==> src/rtl/ram_req_sequencer.sv <==
// Request sequencer for the asynchronous cellular-RAM interface: power-up wait, one access at a time, CS-low gap.
// Optional macro RAM_TIMEOUT_EN aborts an access after TIMEOUT_CYCLES without a qualified ready.
module ram_req_sequencer #(
    parameter int ADDR_W         = 26,
    parameter int DATA_W         = 16,
    parameter int PWRUP_CYCLES   = 16000,
    parameter int GAP_CYCLES     = 1,
    parameter int TIMEOUT_CYCLES = 64
) (
    input  logic              clk_i,
    input  logic              reset_i,
    input  logic              req_valid_i,
    output logic              req_ready_o,
    input  logic              req_rnw_i,
    input  logic [ADDR_W-1:0] req_addr_i,
    input  logic [DATA_W-1:0] req_wdata_i,
    output logic              rsp_valid_o,
    output logic [DATA_W-1:0] rsp_rdata_o,
    output logic              rsp_err_o,
    output logic              init_done_o,
    output logic              ram_cs_o,
    output logic              ram_rnw_o,
    output logic [ADDR_W-1:0] ram_addr_o,
    output logic [DATA_W-1:0] ram_wdata_o,
    input  logic [DATA_W-1:0] ram_rdata_i,
    input  logic              ram_ready_i
);

    localparam int INIT_W = ($clog2(PWRUP_CYCLES + 1) < 1) ? 1 : $clog2(PWRUP_CYCLES + 1);
    localparam int ACC_W  = ($clog2(TIMEOUT_CYCLES + 1) < 1) ? 1 : $clog2(TIMEOUT_CYCLES + 1);
    localparam int GAP_W  = ($clog2(GAP_CYCLES + 1) < 1) ? 1 : $clog2(GAP_CYCLES + 1);

    typedef enum logic [1:0] {
        ST_INIT   = 2'd0,
        ST_IDLE   = 2'd1,
        ST_ACCESS = 2'd2,
        ST_GAP    = 2'd3
    } state_t;

    state_t              state_r, state_s;
    logic [INIT_W-1:0]   init_cnt_r, init_cnt_s;
    logic [ACC_W-1:0]    acc_cnt_r, acc_cnt_s;
    logic [GAP_W-1:0]    gap_cnt_r, gap_cnt_s;
    logic                req_ready_r, req_ready_s;
    logic                rsp_valid_r, rsp_valid_s;
    logic [DATA_W-1:0]   rsp_rdata_r, rsp_rdata_s;
    logic                rsp_err_r, rsp_err_s;
    logic                init_done_r, init_done_s;
    logic                cs_r, cs_s;
    logic                rnw_r, rnw_s;
    logic [ADDR_W-1:0]   addr_r, addr_s;
    logic [DATA_W-1:0]   wdata_r, wdata_s;
    logic                ready_qual_s;

    // Ready may still be high from the previous access, so the first ACCESS cycle never counts.
    assign ready_qual_s = (acc_cnt_r != {ACC_W{1'b0}}) && ram_ready_i;

    // Next-state and next-output logic.
    always_comb begin
        state_s     = state_r;
        init_cnt_s  = init_cnt_r;
        acc_cnt_s   = acc_cnt_r;
        gap_cnt_s   = gap_cnt_r;
        req_ready_s = req_ready_r;
        rsp_valid_s = 1'b0;
        rsp_rdata_s = rsp_rdata_r;
        rsp_err_s   = 1'b0;
        init_done_s = init_done_r;
        cs_s        = cs_r;
        rnw_s       = rnw_r;
        addr_s      = addr_r;
        wdata_s     = wdata_r;

        case (state_r)
            ST_INIT: begin
                if ((int'(init_cnt_r) + 32'sd1) >= PWRUP_CYCLES) begin
                    state_s     = ST_IDLE;
                    init_done_s = 1'b1;
                    req_ready_s = 1'b1;
                end else begin
                    init_cnt_s = init_cnt_r + INIT_W'(1'b1);
                end
            end
            ST_IDLE: begin
                if (req_valid_i && req_ready_r) begin
                    rnw_s       = req_rnw_i;
                    addr_s      = req_addr_i;
                    wdata_s     = req_wdata_i;
                    cs_s        = 1'b1;
                    req_ready_s = 1'b0;
                    acc_cnt_s   = {ACC_W{1'b0}};
                    state_s     = ST_ACCESS;
                end else begin
                    state_s = ST_IDLE;
                end
            end
            ST_ACCESS: begin
                if (acc_cnt_r != {ACC_W{1'b1}}) begin
                    acc_cnt_s = acc_cnt_r + ACC_W'(1'b1);
                end else begin
                    acc_cnt_s = acc_cnt_r;
                end
                if (ready_qual_s) begin
                    cs_s        = 1'b0;
                    rsp_valid_s = 1'b1;
                    rsp_rdata_s = rnw_r ? ram_rdata_i : {DATA_W{1'b0}};
                    gap_cnt_s   = {GAP_W{1'b0}};
                    state_s     = ST_GAP;
`ifdef RAM_TIMEOUT_EN
                end else if ((int'(acc_cnt_r) + 32'sd1) >= TIMEOUT_CYCLES) begin
                    cs_s        = 1'b0;
                    rsp_valid_s = 1'b1;
                    rsp_err_s   = 1'b1;
                    rsp_rdata_s = {DATA_W{1'b0}};
                    gap_cnt_s   = {GAP_W{1'b0}};
                    state_s     = ST_GAP;
`endif
                end else begin
                    state_s = ST_ACCESS;
                end
            end
            ST_GAP: begin
                if ((int'(gap_cnt_r) + 32'sd1) >= GAP_CYCLES) begin
                    state_s     = ST_IDLE;
                    req_ready_s = 1'b1;
                end else begin
                    gap_cnt_s = gap_cnt_r + GAP_W'(1'b1);
                end
            end
            default: begin
                state_s     = ST_INIT;
                init_cnt_s  = {INIT_W{1'b0}};
                init_done_s = 1'b0;
                req_ready_s = 1'b0;
                cs_s        = 1'b0;
            end
        endcase
    end

    // State, counter and output registers with synchronous reset.
    always_ff @(posedge clk_i) begin
        if (reset_i) begin
            state_r     <= ST_INIT;
            init_cnt_r  <= {INIT_W{1'b0}};
            acc_cnt_r   <= {ACC_W{1'b0}};
            gap_cnt_r   <= {GAP_W{1'b0}};
            req_ready_r <= 1'b0;
            rsp_valid_r <= 1'b0;
            rsp_rdata_r <= {DATA_W{1'b0}};
            rsp_err_r   <= 1'b0;
            init_done_r <= 1'b0;
            cs_r        <= 1'b0;
            rnw_r       <= 1'b0;
            addr_r      <= {ADDR_W{1'b0}};
            wdata_r     <= {DATA_W{1'b0}};
        end else begin
            state_r     <= state_s;
            init_cnt_r  <= init_cnt_s;
            acc_cnt_r   <= acc_cnt_s;
            gap_cnt_r   <= gap_cnt_s;
            req_ready_r <= req_ready_s;
            rsp_valid_r <= rsp_valid_s;
            rsp_rdata_r <= rsp_rdata_s;
            rsp_err_r   <= rsp_err_s;
            init_done_r <= init_done_s;
            cs_r        <= cs_s;
            rnw_r       <= rnw_s;
            addr_r      <= addr_s;
            wdata_r     <= wdata_s;
        end
    end

    assign req_ready_o = req_ready_r;
    assign rsp_valid_o = rsp_valid_r;
    assign rsp_rdata_o = rsp_rdata_r;
    assign rsp_err_o   = rsp_err_r;
    assign init_done_o = init_done_r;
    assign ram_cs_o    = cs_r;
    assign ram_rnw_o   = rnw_r;
    assign ram_addr_o  = addr_r;
    assign ram_wdata_o = wdata_r;

endmodule

==> config.mk <==
export PLATFORM = sky130hd
export DESIGN_NAME = ram_req_sequencer
export DESIGN_NICKNAME = d
export VERILOG_FILES = /design/src/rtl/ram_req_sequencer.sv
export SDC_FILE = /design/constraint.sdc
export NUM_CORES = 1
export LEC_CHECK = 0
export BUFFER_PORTS_ARGS = -buffer_cell sky130_fd_sc_hd__buf_2
export CORE_MARGIN = 2
export CORE_UTILIZATION = 53
export DETAILED_ROUTE_END_ITERATION = 8
export PLACE_DENSITY = 0.85
export SYNTH_ARGS = -nofsm -noshare
export SYNTH_HDL_FRONTEND = slang
export SYNTH_SLANG_ARGS = --single-unit
export TNS_END_PERCENT = 20
==> constraint.sdc <==
create_clock -name clk_i -period 3.5 [get_ports clk_i]
set_input_delay 0.875 -clock clk_i [delete_from_list [all_inputs] [get_ports clk_i]]
set_output_delay 0.875 -clock clk_i [all_outputs]
set_load 0.02 [all_outputs]
## Word-level counts from Yosys, hierarchy flattened

Index checks and enable logic that the tools add are counted.

| storage, ports and cells | value |
|---|---|
| bits in registers | 87 |
| input bits | 63 |
| word-level logic and storage cells | 67 |

| cells by class | value |
|---|---|
| add/subtract/negate cells | 5 |
| magnitude comparators | 2 |
| equality and inequality tests | 10 |
| mux-type cells | 19 |
| bitwise operators | 2 |
| reductions and logical operators | 17 |

Operators by type and width:

| kind | count |
|---|---|
| 2-to-1 mux 16 bit | 1 |
| adder 14 x 1 -> 15 bit, second input constant | 1 |
| >= comparator 15 x 14 -> 1 bit, second input constant | 1 |
| adder 14 x 1 -> 14 bit, second input constant | 1 |
| 2-to-1 mux 7 bit | 2 |
| case mux 7 bit (2 select lines) | 1 |
| inequality test 2 bit, second input constant | 6 |
| AND reduction 2 bit | 5 |
| AND reduction 3 bit | 3 |
| 2-to-1 mux 1 bit | 8 |
| case mux 2 bit (4 select lines) | 1 |
| adder 7 x 1 -> 7 bit, second input constant | 1 |
| inequality test 7 bit, second input constant | 1 |
| nonzero test 7 bit | 1 |
| 2-to-1 mux 2 bit | 3 |
| equality test 2 bit, second input constant | 2 |
| case mux 1 bit (2 select lines) | 2 |
| AND reduction 4 bit | 1 |
| nonzero test 2 bit | 2 |
| case mux 1 bit (3 select lines) | 1 |
| nonzero test 3 bit | 1 |
| adder 1 x 1 -> 2 bit, second input constant | 1 |
| equality test 2 x 1 -> 1 bit, second input constant | 1 |
| >= comparator 2 x 1 -> 1 bit, second input constant | 1 |
| other kinds (5) | 7 |

## Logic depth before layout (Yosys ltp)

Gate-level depths: netlist of run 1.

| logic depth | value |
|---|---|
| depth after elaboration | 4 |
| mapped depth | 9 |
| gate-level depth less buffers | 8 |

## Least setup slack after synthesis of run 1

Ideal clock, no wire load.

| timing path | value |
|---|---|
| kind | flip-flop to flip-flop |
| from | register init_cnt_r[0] |
| to | register state_r[1] |
| arrival time | 2.037 ns |
| required time | 3.435 ns |
| setup slack | 1.398 ns |
| cell stages (with the launch flop) | 10 |
| period minus slack after synthesis | 2.102 ns |
| cells stage by stage | dfxtp_1 ha_1 and3_1 nand2_1 nor3_1 and2b_1 o21ai_4 buf_6 mux2_1 nor2_1 |

| between the ends | value |
|---|---|
| word-level cells in the longest chain between the ends | 4 |

Ends and longest elaborated chain:

| item | RTL line | text |
|---|---|---|
| start, declared | 41 | `logic [INIT_W-1:0] init_cnt_r, init_cnt_s;` |
| start signal, assigned | 144 | `init_cnt_r <= {INIT_W{1'b0}};` |
| start signal, assigned | 158 | `init_cnt_r <= init_cnt_s;` |
| adder 14 x 1 -> 15 bit | 76 | `if ((int'(init_cnt_r) + 32'sd1) >= PWRUP_CYCLES) begin` |
| >= comparator 15 x 14 -> 1 bit | 76 |  |
| inequality test 2 bit (no source line) | -- |  |
| AND reduction 2 bit (no source line) | -- |  |
| end signal, assigned | 157 | `state_r <= state_s;` |
| end, declared | 40 | `state_t state_r, state_s;` |

No other way between the ends.
A chain may end at the register's enable or synchronous reset.

## Final worst setup path of run 1

Ends and elaborated chain as after synthesis.

==> results of run 1 <==
## per-stage QoR
step                      cell area, sq um  hold slack (ns)  power, mW  std cells  setup WS, ns
final                                 4270            0.455       1.84        600          1.01
after global routing                  4270            0.472       1.91        600         0.814
after CTS                             4270            0.456       1.85        600          1.02
after detailed placement              4070            0.444       1.17        584          1.05
after global placement                4070            0.439       1.16        584          1.14
after floorplan                       3430            0.450       1.11        403          1.40
## worst max-delay path, delay by kind of cell (launching register included)
family                   cells  cell delay [ns]
adder cells (fa/ha/maj)      1             0.28
AND/OR/NAND/NOR              3             0.45
flip-flops                   1             0.45
multiplexers                 1             0.39
AO/OA/AOI/OAI                3             0.85
## final timing paths
path	end	cells past startpoint
worst max-delay path	state_r[1]	8
worst min-delay path	ram_addr_o[25]	2
worst max register to register	state_r[1]	8
worst min register to register	ram_addr_o[25]	2
## cells by family (layout without fill, tap and decap cells)
logic type / Yosys count / count (layout) / synth area share
mux: 3 / 3 / 0.00949
xor+xnor: 7 / 7 / 0.0179
other cells: 1 / 1 / 0.00109
flops: 86 / 86 / 0.502
simple gates: 170 / 170 / 0.225
compound gates: 97 / 97 / 0.181
buf+inv: 33 / 153 / 0.0412
fa+ha+maj: 6 / 6 / 0.0219
## registers in the layout (all words and copies together) (netlist names)
name / cells
ram_rnw_o: 1
init_cnt_r: 14
req_ready_o: 1
rsp_rdata_o: 16
init_done_o: 1
state_r: 2
acc_cnt_r: 7
ram_wdata_o: 16
ram_addr_o: 26
ram_cs_o: 1
rsp_valid_o: 1
## layout by cell type (no fill, tap or decap), drive strengths merged, types with 5 or more instances in the layout
cell	n
nand2	100
a21oi	54
inv	10
nor2	22
nor3	5
o21a	5
nand3	13
ha	6
xor2	7
nand4	5
clkbuf	9
buf	129
o21ai	5
and3	5
a22o	16
dfxtp	86
## layout make-up
class | instances | area [sq um] | share of cell area
Clock buffer | 9 | 124 | 0.0290
Clock inverter | 7 | 71.3 | 0.0167
Inverter | 8 | 30.0 | 0.00704
Multi-Input combinational cell | 284 | 1570 | 0.367
Sequential cell | 86 | 1720 | 0.404
Tap cell | 77 | 96.3 | 0.0226
Timing Repair Buffer | 129 | 656 | 0.154
## routing by layer
layer | global-route usage | vias up | wire [microns]
met5 | 0 | - | 0
li1 | - | 1612 | -
met2 | 0.398 | 103 | 3980
met3 | 0.0757 | 16 | 585
met4 | 0.104 | 0 | 175
met1 | 0.279 | 1512 | 3550
## power by group
group	switching, mW	internal, mW
Sequential	0.0173	0.992
Clock	0.358	0.332
Combinational	0.0812	0.0554
==> flow_metrics.py, run 1 <==
metrics = {
    "sta": {
        "fmax_ghz": 0.402,
        "setup_viol": 0,
        "final.setup.tns_ns": 0,
        "slew_headroom": 0.308,
        "layout_min_cycle_time_ns": 2.49,
        "rsz0062_at_grt": "false",
        "period_share": 0.711,
        "slew_viol_final": 0,
        "hold_viol": 0,
        "skew_ns": 0.00871,
        "worstMarginPinSlew_ns": 1.03,
    },
    "clock_network": {
        "htree_levels": 3,
        "clkSlewWorstSetupHoldPaths_ns": 0.09,
        "cts-hold-fix-buffers": 0,
        "cts_buffer_depth": 2,
        "post_cts_resized": 0,
        "cts_root_buffer": "clkbuf_8",
        "insertion_delay_ns": 0.35,
        "cts_num_sinks": 86,
        "numCtsBuffers": 9,
        "postCtsSetupBuffers": 0,
        "cts_tree": "yes",
    },
    "power": {
        "ir_worst_vdd_mv": 0.369,
        "power_density_mw_per_mm2": 431,
        "p_leak_nw": 1.82,
    },
    "setup_path": {
        "crit_path_start": "init_cnt_r[0]",
        "r2r-start": "init_cnt_r[0]",
        "worstPathMaxFanout": 27,
        "cp-start-kind": "register",
        "crit_slowest_cell": "o21ai_4",
        "arrival_ns": 2.77,
        "endpoint_kind": "register",
        "r2r_slack_ns": 1.01,
        "critical_path.cell_chain": "ha_1, and3_1, nand4b_1, a21oi_1, o211ai_2, o21ai_4, mux2_1, nor2_1",
        "worst-setup-path-type": "reg2reg",
        "cp_slowest_stage_delay_ns": 0.53,
        "crit_required_ns": 3.78,
    },
    "yosys": {
        "ys_warn_count": 0,
        "synth_top_cell_by_area": "dfxtp_1",
        "synth_cell_type_count": 48,
        "synth_area_leaders": "dfxtp_1 50%, nand2_1 11%, a21oi_1 7.9%",
        "synth_seq_cells": 86,
        "synth.cell_area_sq_mm": 0.00343,
        "synth_common_cells": "100 x nand2_1, 86 x dfxtp_1, 54 x a21oi_1",
        "synth_fp_nets": 472,
        "synth_top_area_frac": 0.502,
        "syn_area_per_cell_sq_um": 8.51,
        "yosysSeqAreaShare": 0.502,
        "synth_cells": 403,
        "yosysMostFrequentCell": "nand2_1",
        "synthArstFlopShare": 0,
        "synth_edf_count": 0,
        "synth-main-ff-cell": "dfxtp_1",
    },
    "die": {
        "start_util": 0.543,
        "fp-row-count": 29,
        "io_pins": 127,
        "dieArea_sq_mm": 0.00713,
        "die_w_microns": 84.4,
        "fp.dieH_microns": 84.4,
        "coreArea_sq_mm": 0.00631,
    },
    "hold_path": {
        "min_path_type": "reg2reg",
        "min-delay-start": "ram_addr_o[25]",
    },
    "layout": {
        "n_antenna_cell": 0,
        "nets": 587,
        "final_util": 0.676,
        "drive_above_1_share": 0.289,
        "fillers": 520,
        "syn2layout_area_growth_pct": 24.4,
    },
    "global_route": {
        "overflow": 0,
        "grt_max_degree": 45,
        "grt_pass1_vias": 3077,
        "antenna_found_initial": 0,
        "grt_pass1_wl_mm": 13.8,
        "track_usage": 0.237,
    },
    "routing": {
        "wire_per_inst_microns": 13.8,
        "viasPerCell": 5.41,
        "drtIter0Drc": 145,
        "routed_wirelength_mm": 8.29,
        "antenna_left": 0,
        "drcViolationCount": 0,
        "dr.pass1.iters": 4,
        "dr_total_vias": 3243,
    },
    "place": {
        "port_buffers": 125,
        "place_congestion": 0.917,
        "dp_hpwl_mm": 5.80,
    },
    "run_status": {
        "outcome": "finished, final reports clean",
    },
    "flow_run": {
        "cap_viol_max_count": 0,
    },
}
Power figures use the tool's default switching activity.
==> inputs of run 2 (changes only) <==
CORE_UTILIZATION = 49   (was 53)
PLACE_DENSITY = 0.79   (was 0.85)
clock period = 2.4 ns   (was 3.5 ns; I/O delays follow)
==> run 2 against run 1 <==
Net effect:
- design area is 3.6% higher
- critical path depth stayed put
- clock power is 39% higher
- fmax is 7.5% higher
- register-to-register slack worse by 0.93 ns
- sequential share of layout area is 1.2 points lower
- setup slack worse by 0.93 ns
- count of clock-buffer cells in the layout is 2 higher
- largest cell class unchanged
- highest routed layer unchanged
==> flow_metrics.py, run 2 (same netlist as run 1, synthesis figures left out) <==
metrics = {
    "sta": {
        "slew_headroom": 0.295,
        "period_share": 0.965,
        "skew_ns": 0.0150,
        "slew_viol_final": 0,
        "layout_min_cycle_time_ns": 2.32,
        "setup_ws_ns": 0.0844,
        "worstMarginPinSlew_ns": 1.05,
        "setup_viol": 0,
        "fin_hold_ws_ns": 0.449,
        "hold_viol": 0,
        "fmax_ghz": 0.432,
    },
    "global_route": {
        "track_usage": 0.230,
        "overflow": 0,
        "grt_pass1_vias": 3024,
        "grt_pass1_wl_mm": 13.9,
        "antenna_found_initial": 0,
        "grt_max_degree": 45,
    },
    "flow_run": {
        "cap_viol_max_count": 0,
    },
    "clock_network": {
        "numCtsBuffers": 9,
        "clkSlewWorstSetupHoldPaths_ns": 0.10,
        "cts_buffer_depth": 2,
        "cts_num_sinks": 86,
        "insertion_delay_ns": 0.36,
        "htree_levels": 3,
        "cts_tree": "yes",
        "cts_root_buffer": "clkbuf_8",
    },
    "place": {
        "port_buffers": 125,
        "dp_hpwl_mm": 6.18,
        "place_worst_setup_slack_ns": 0.0475,
        "dp.cells": 612,
        "place_congestion": 0.869,
        "place_area_sq_mm": 0.00417,
    },
    "run_status": {
        "outcome": "finished, final reports clean",
    },
    "setup_path": {
        "worstPathMaxFanout": 6,
        "cp-start-kind": "register",
        "cp_slowest_stage_delay_ns": 0.39,
        "endpoint_kind": "register",
        "cp_top_family": "compound AO/OA/AOI/OAI gates",
        "crit_slowest_cell": "dfxtp_2",
        "worst-setup-path-type": "reg2reg",
        "arrival_ns": 2.61,
        "crit_required_ns": 2.69,
        "critPathBufInv": 1,
        "critical_path.cell_chain": "nand4_2, or2_4, o311a_1, o211ai_4, o21ai_4, buf_4, or3_1, a21oi_1",
    },
    "routing": {
        "wire_per_inst_microns": 14.2,
        "viasPerCell": 5.19,
        "antenna_left": 0,
        "routed_wirelength_mm": 8.98,
        "dr_total_vias": 3275,
        "drcViolationCount": 0,
        "drtIter0Drc": 178,
        "dr.pass1.iters": 6,
    },
    "layout": {
        "design_area_sq_mm": 0.00442,
        "syn2layout_area_growth_pct": 28.8,
        "nets": 599,
        "drive_above_1_share": 0.321,
        "n_antenna_cell": 0,
        "final_util": 0.650,
        "final_cells": 631,
        "layout_common_cells": "125 x buf_2, 100 x nand2_1, 79 x dfxtp_1",
        "layout_commonest_cell": "buf_2",
        "largest_reg_flops": 26,
    },
    "die": {
        "die_w_microns": 87.7,
        "io_pins": 127,
        "fp-row-count": 30,
        "dieArea_sq_mm": 0.00768,
        "coreArea_sq_mm": 0.00679,
        "fp.dieH_microns": 87.7,
        "start_util": 0.505,
    },
    "power": {
        "p_leak_nw": 1.88,
        "power_density_mw_per_mm2": 603,
        "ir_worst_vdd_mv": 0.414,
    },
    "hold_path": {
        "min_path_type": "in2reg",
    },
}
==> run 2: cell types whose count changed in the layout (fill, tap and decap cells not counted), sizes merged <==
cell and delta:
buf +10, clkinv -3, clkbuf +2, o21ai +2
bufinv -1, clkinvlp +1, inv +1
==> run 2: layout make-up <==
cell class                      instances  area, sq um
Timing Repair Buffer                  139          743
Clock buffer                           11          141
Multi-Input combinational cell        286         1610
Sequential cell                        86         1730
Clock inverter                          5         41.3
Inverter                                8         30.0
Fill cell                             584         2380
Tap cell                               96          120
==> run 2: layer usage <==
layer	routed length (microns)	part of all wire	vias up	GRT usage
li1	-	-	1645	-
met1	3810	0.42	1524	0.278
met2	4480	0.50	89	0.385
met3	497	0.055	17	0.0697
met4	193	0.021	0	0.0895
met5	0	0	-	0
==> run 2: final timing paths <==
| kind | end | cells past startpoint | start | slack, ns |
|---|---|---|---|---|
| max | init_cnt_r[4] | 8 | init_cnt_r[4] | 0.08 |
| min | rsp_rdata_o[13] | 2 | ram_rdata_i[13] | 0.45 |
| max reg2reg | init_cnt_r[4] | 8 | init_cnt_r[4] | 0.08 |
| min reg2reg | ram_addr_o[19] | 2 | ram_addr_o[19] | 0.45 |
==> run 2: where the power goes <==
group / internal (mW) / leakage (nW) / switching, mW / total [mW]
clock: 0.418 / 0.0922 / 0.544 / 0.962
sequential: 1.45 / 0.696 / 0.0246 / 1.47
combinational: 0.0970 / 1.09 / 0.132 / 0.229
==> run 2: timing repair <==
item,in CTS,in global routing
gates cloned,0,2
hold buffers,0,0
setup endpoints to repair,1,12
buffers inserted,0,1
pin swaps,0,2
gates resized for setup,1,11
==> run 2: through the flow <==
step                TNS [ns]  power [mW]
finish                     0        2.67
global route         -0.0181        2.77
CTS                        0        2.66
detailed placement         0        1.72
global placement           0        1.71
floorplan                  0        1.63
==> inputs of run 3 (changes only) <==
BUFFER_PORTS_ARGS = not set   (was -buffer_cell sky130_fd_sc_hd__buf_2)
CORE_UTILIZATION = 67   (was 49)
DONT_BUFFER_PORTS = 1   (was not set)
PLACE_DENSITY = 0.83   (was 0.79)
clock period = 2.7 ns   (was 2.4 ns; I/O delays follow)
==> run 3 against run 2 <==
Net effect:
- setup slack improved by 0.12 ns
- via count down 15%
- count of clock-buffer cells in the layout fell by 2
- critical path type unchanged
- hold slack worse by 0.079 ns
- routed wire length shrank 17%
- largest power group unchanged
- utilization up 7.5 points
- design area decreased by 18%
- die area is 26% lower
- non-clock buffer count fell by 137
- clock skew fell by 0.0084 ns
==> flow_metrics.py, run 3 (same netlist as run 1, synthesis figures left out) <==
metrics = {
    "sta": {
        "slew_viol_final": 0,
        "hold_viol": 0,
        "worstMarginPinSlew_ns": 0.960,
        "slew_headroom": 0.358,
        "setup_ws_ns": 0.202,
        "layout_min_cycle_time_ns": 2.50,
        "setup_viol": 0,
        "period_share": 0.925,
        "skew_ns": 0.00662,
        "final.setup.tns_ns": 0,
        "rsz0062_at_grt": "false",
        "fmax_ghz": 0.400,
        "fin_hold_ws_ns": 0.370,
    },
    "setup_path": {
        "cp-start-kind": "register",
        "cp_top_family": "compound AO/OA/AOI/OAI gates",
        "critical_path.cell_chain": "nand3_1, or2_4, o311a_1, o211ai_2, o21ai_2, or4_1, a21oi_1",
        "worstPathMaxFanout": 13,
        "crit_required_ns": 3.00,
        "r2r-start": "init_cnt_r[8]",
        "r2r_slack_ns": 0.20,
        "endpoint_kind": "register",
        "arrival_ns": 2.80,
        "rr_endpoint": "init_cnt_r[6]",
        "critPathBufInv": 0,
        "crit_slowest_cell": "dfxtp_1",
        "worst-setup-path-type": "reg2reg",
        "cp_slowest_stage_delay_ns": 0.48,
        "reg2reg_depth": 7,
    },
    "die": {
        "fp-row-count": 26,
        "coreArea_sq_mm": 0.00501,
        "io_pins": 127,
        "die_w_microns": 75.5,
        "dieArea_sq_mm": 0.00571,
        "fp.dieH_microns": 75.5,
        "start_util": 0.685,
    },
    "layout": {
        "drive_above_1_share": 0.0630,
        "nets": 461,
        "multi_input_area_sq_mm": 0.00158,
        "ff_latch_area_sq_mm": 0.00172,
        "largest_reg_flops": 26,
        "layout_commonest_cell": "nand2_1",
        "n_antenna_cell": 0,
        "syn2layout_area_growth_pct": 5.98,
        "layout_common_cells": "100 x nand2_1, 86 x dfxtp_1, 54 x a21oi_1",
        "design_area_sq_mm": 0.00363,
        "fillers": 401,
    },
    "hold_path": {
        "hold-path-cell-count": 1,
        "min_path_type": "in2reg",
        "min-delay-start": "reset_i",
        "hold_end": "ram_addr_o[25]",
    },
    "global_route": {
        "antenna_found_initial": 0,
        "grt_pass1_wl_mm": 11.0,
        "grt_pass1_vias": 2520,
        "overflow": 0,
        "grt_max_degree": 66,
        "track_usage": 0.252,
    },
    "place": {
        "place_area_sq_mm": 0.00342,
        "place_worst_setup_slack_ns": 0.199,
        "place_congestion": 0.885,
        "port_buffers": 0,
        "dp_hpwl_mm": 4.99,
    },
    "clock_network": {
        "numCtsBuffers": 9,
        "htree_levels": 3,
        "post_cts_resized": 0,
        "cts_tree": "yes",
        "clkSlewWorstSetupHoldPaths_ns": 0.09,
        "cts_buffer_depth": 2,
        "cts-hold-fix-buffers": 0,
        "postCtsSetupBuffers": 0,
        "insertion_delay_ns": 0.36,
        "cts_root_buffer": "clkbuf_8",
        "cts_num_sinks": 86,
    },
    "flow_run": {
        "cap_viol_max_count": 0,
    },
    "routing": {
        "drtIter0Drc": 193,
        "routed_wirelength_mm": 7.48,
        "wire_per_inst_microns": 16.0,
        "dr_total_vias": 2782,
        "antenna_left": 0,
        "dr.pass1.iters": 4,
        "drcViolationCount": 0,
        "viasPerCell": 5.96,
    },
    "power": {
        "ir_worst_vdd_mv": 0.530,
        "power_density_mw_per_mm2": 647,
        "p_leak_nw": 1.22,
    },
    "run_status": {
        "outcome": "finished, final reports clean",
    },
}
-- run 3: stage by stage --
stage	utilization	std cells	power (mW)
global placement	0.683	450	1.44
detailed placement	0.683	450	1.45
finish	0.726	467	2.35
CTS	0.724	466	2.36
floorplan	-	403	1.44
global route	0.726	467	2.43
-- run 3: cell type report --
| class | instances | area share |
|---|---|---|
| clock buffer | 9 | 0.0341 |
| clock inverter | 7 | 0.0224 |
| inverter | 8 | 0.00826 |
| multi-input combinational | 285 | 0.433 |
| sequential | 86 | 0.474 |
| tap | 70 | 0.0241 |
| timing repair buffer | 2 | 0.00413 |
-- run 3: routing by layer --
metal | routed length (microns) | vias up | track usage
met3 | 680 | 11 | 0.0767
met2 | 3780 | 126 | 0.433
li1 | - | 1369 | -
met4 | 99 | 0 | 0.105
met5 | 0 | - | 0
met1 | 2920 | 1276 | 0.291
-- run 3: worst max-delay path by stage --
stage | from | endpoint | slack (ns) | depth (start not counted)
floorplan | init_cnt_r[0] | state_r[1] | 0.60 | 9
global placement | init_cnt_r[2] | req_ready_o | 0.35 | 7
detailed placement | init_cnt_r[2] | state_r[1] | 0.20 | 7
CTS | init_cnt_r[2] | state_r[1] | 0.18 | 7
global route | init_cnt_r[8] | init_cnt_r[6] | 0.1 | 7
finish | init_cnt_r[8] | init_cnt_r[6] | 0.20 | 7
-- run 3: power by group --
part / internal (mW) / leakage (nW) / switching [mW]
registers: 1.29 / 0.693 / 0.0346
clock network: 0.442 / 0.106 / 0.489
logic: 0.0352 / 0.424 / 0.0650
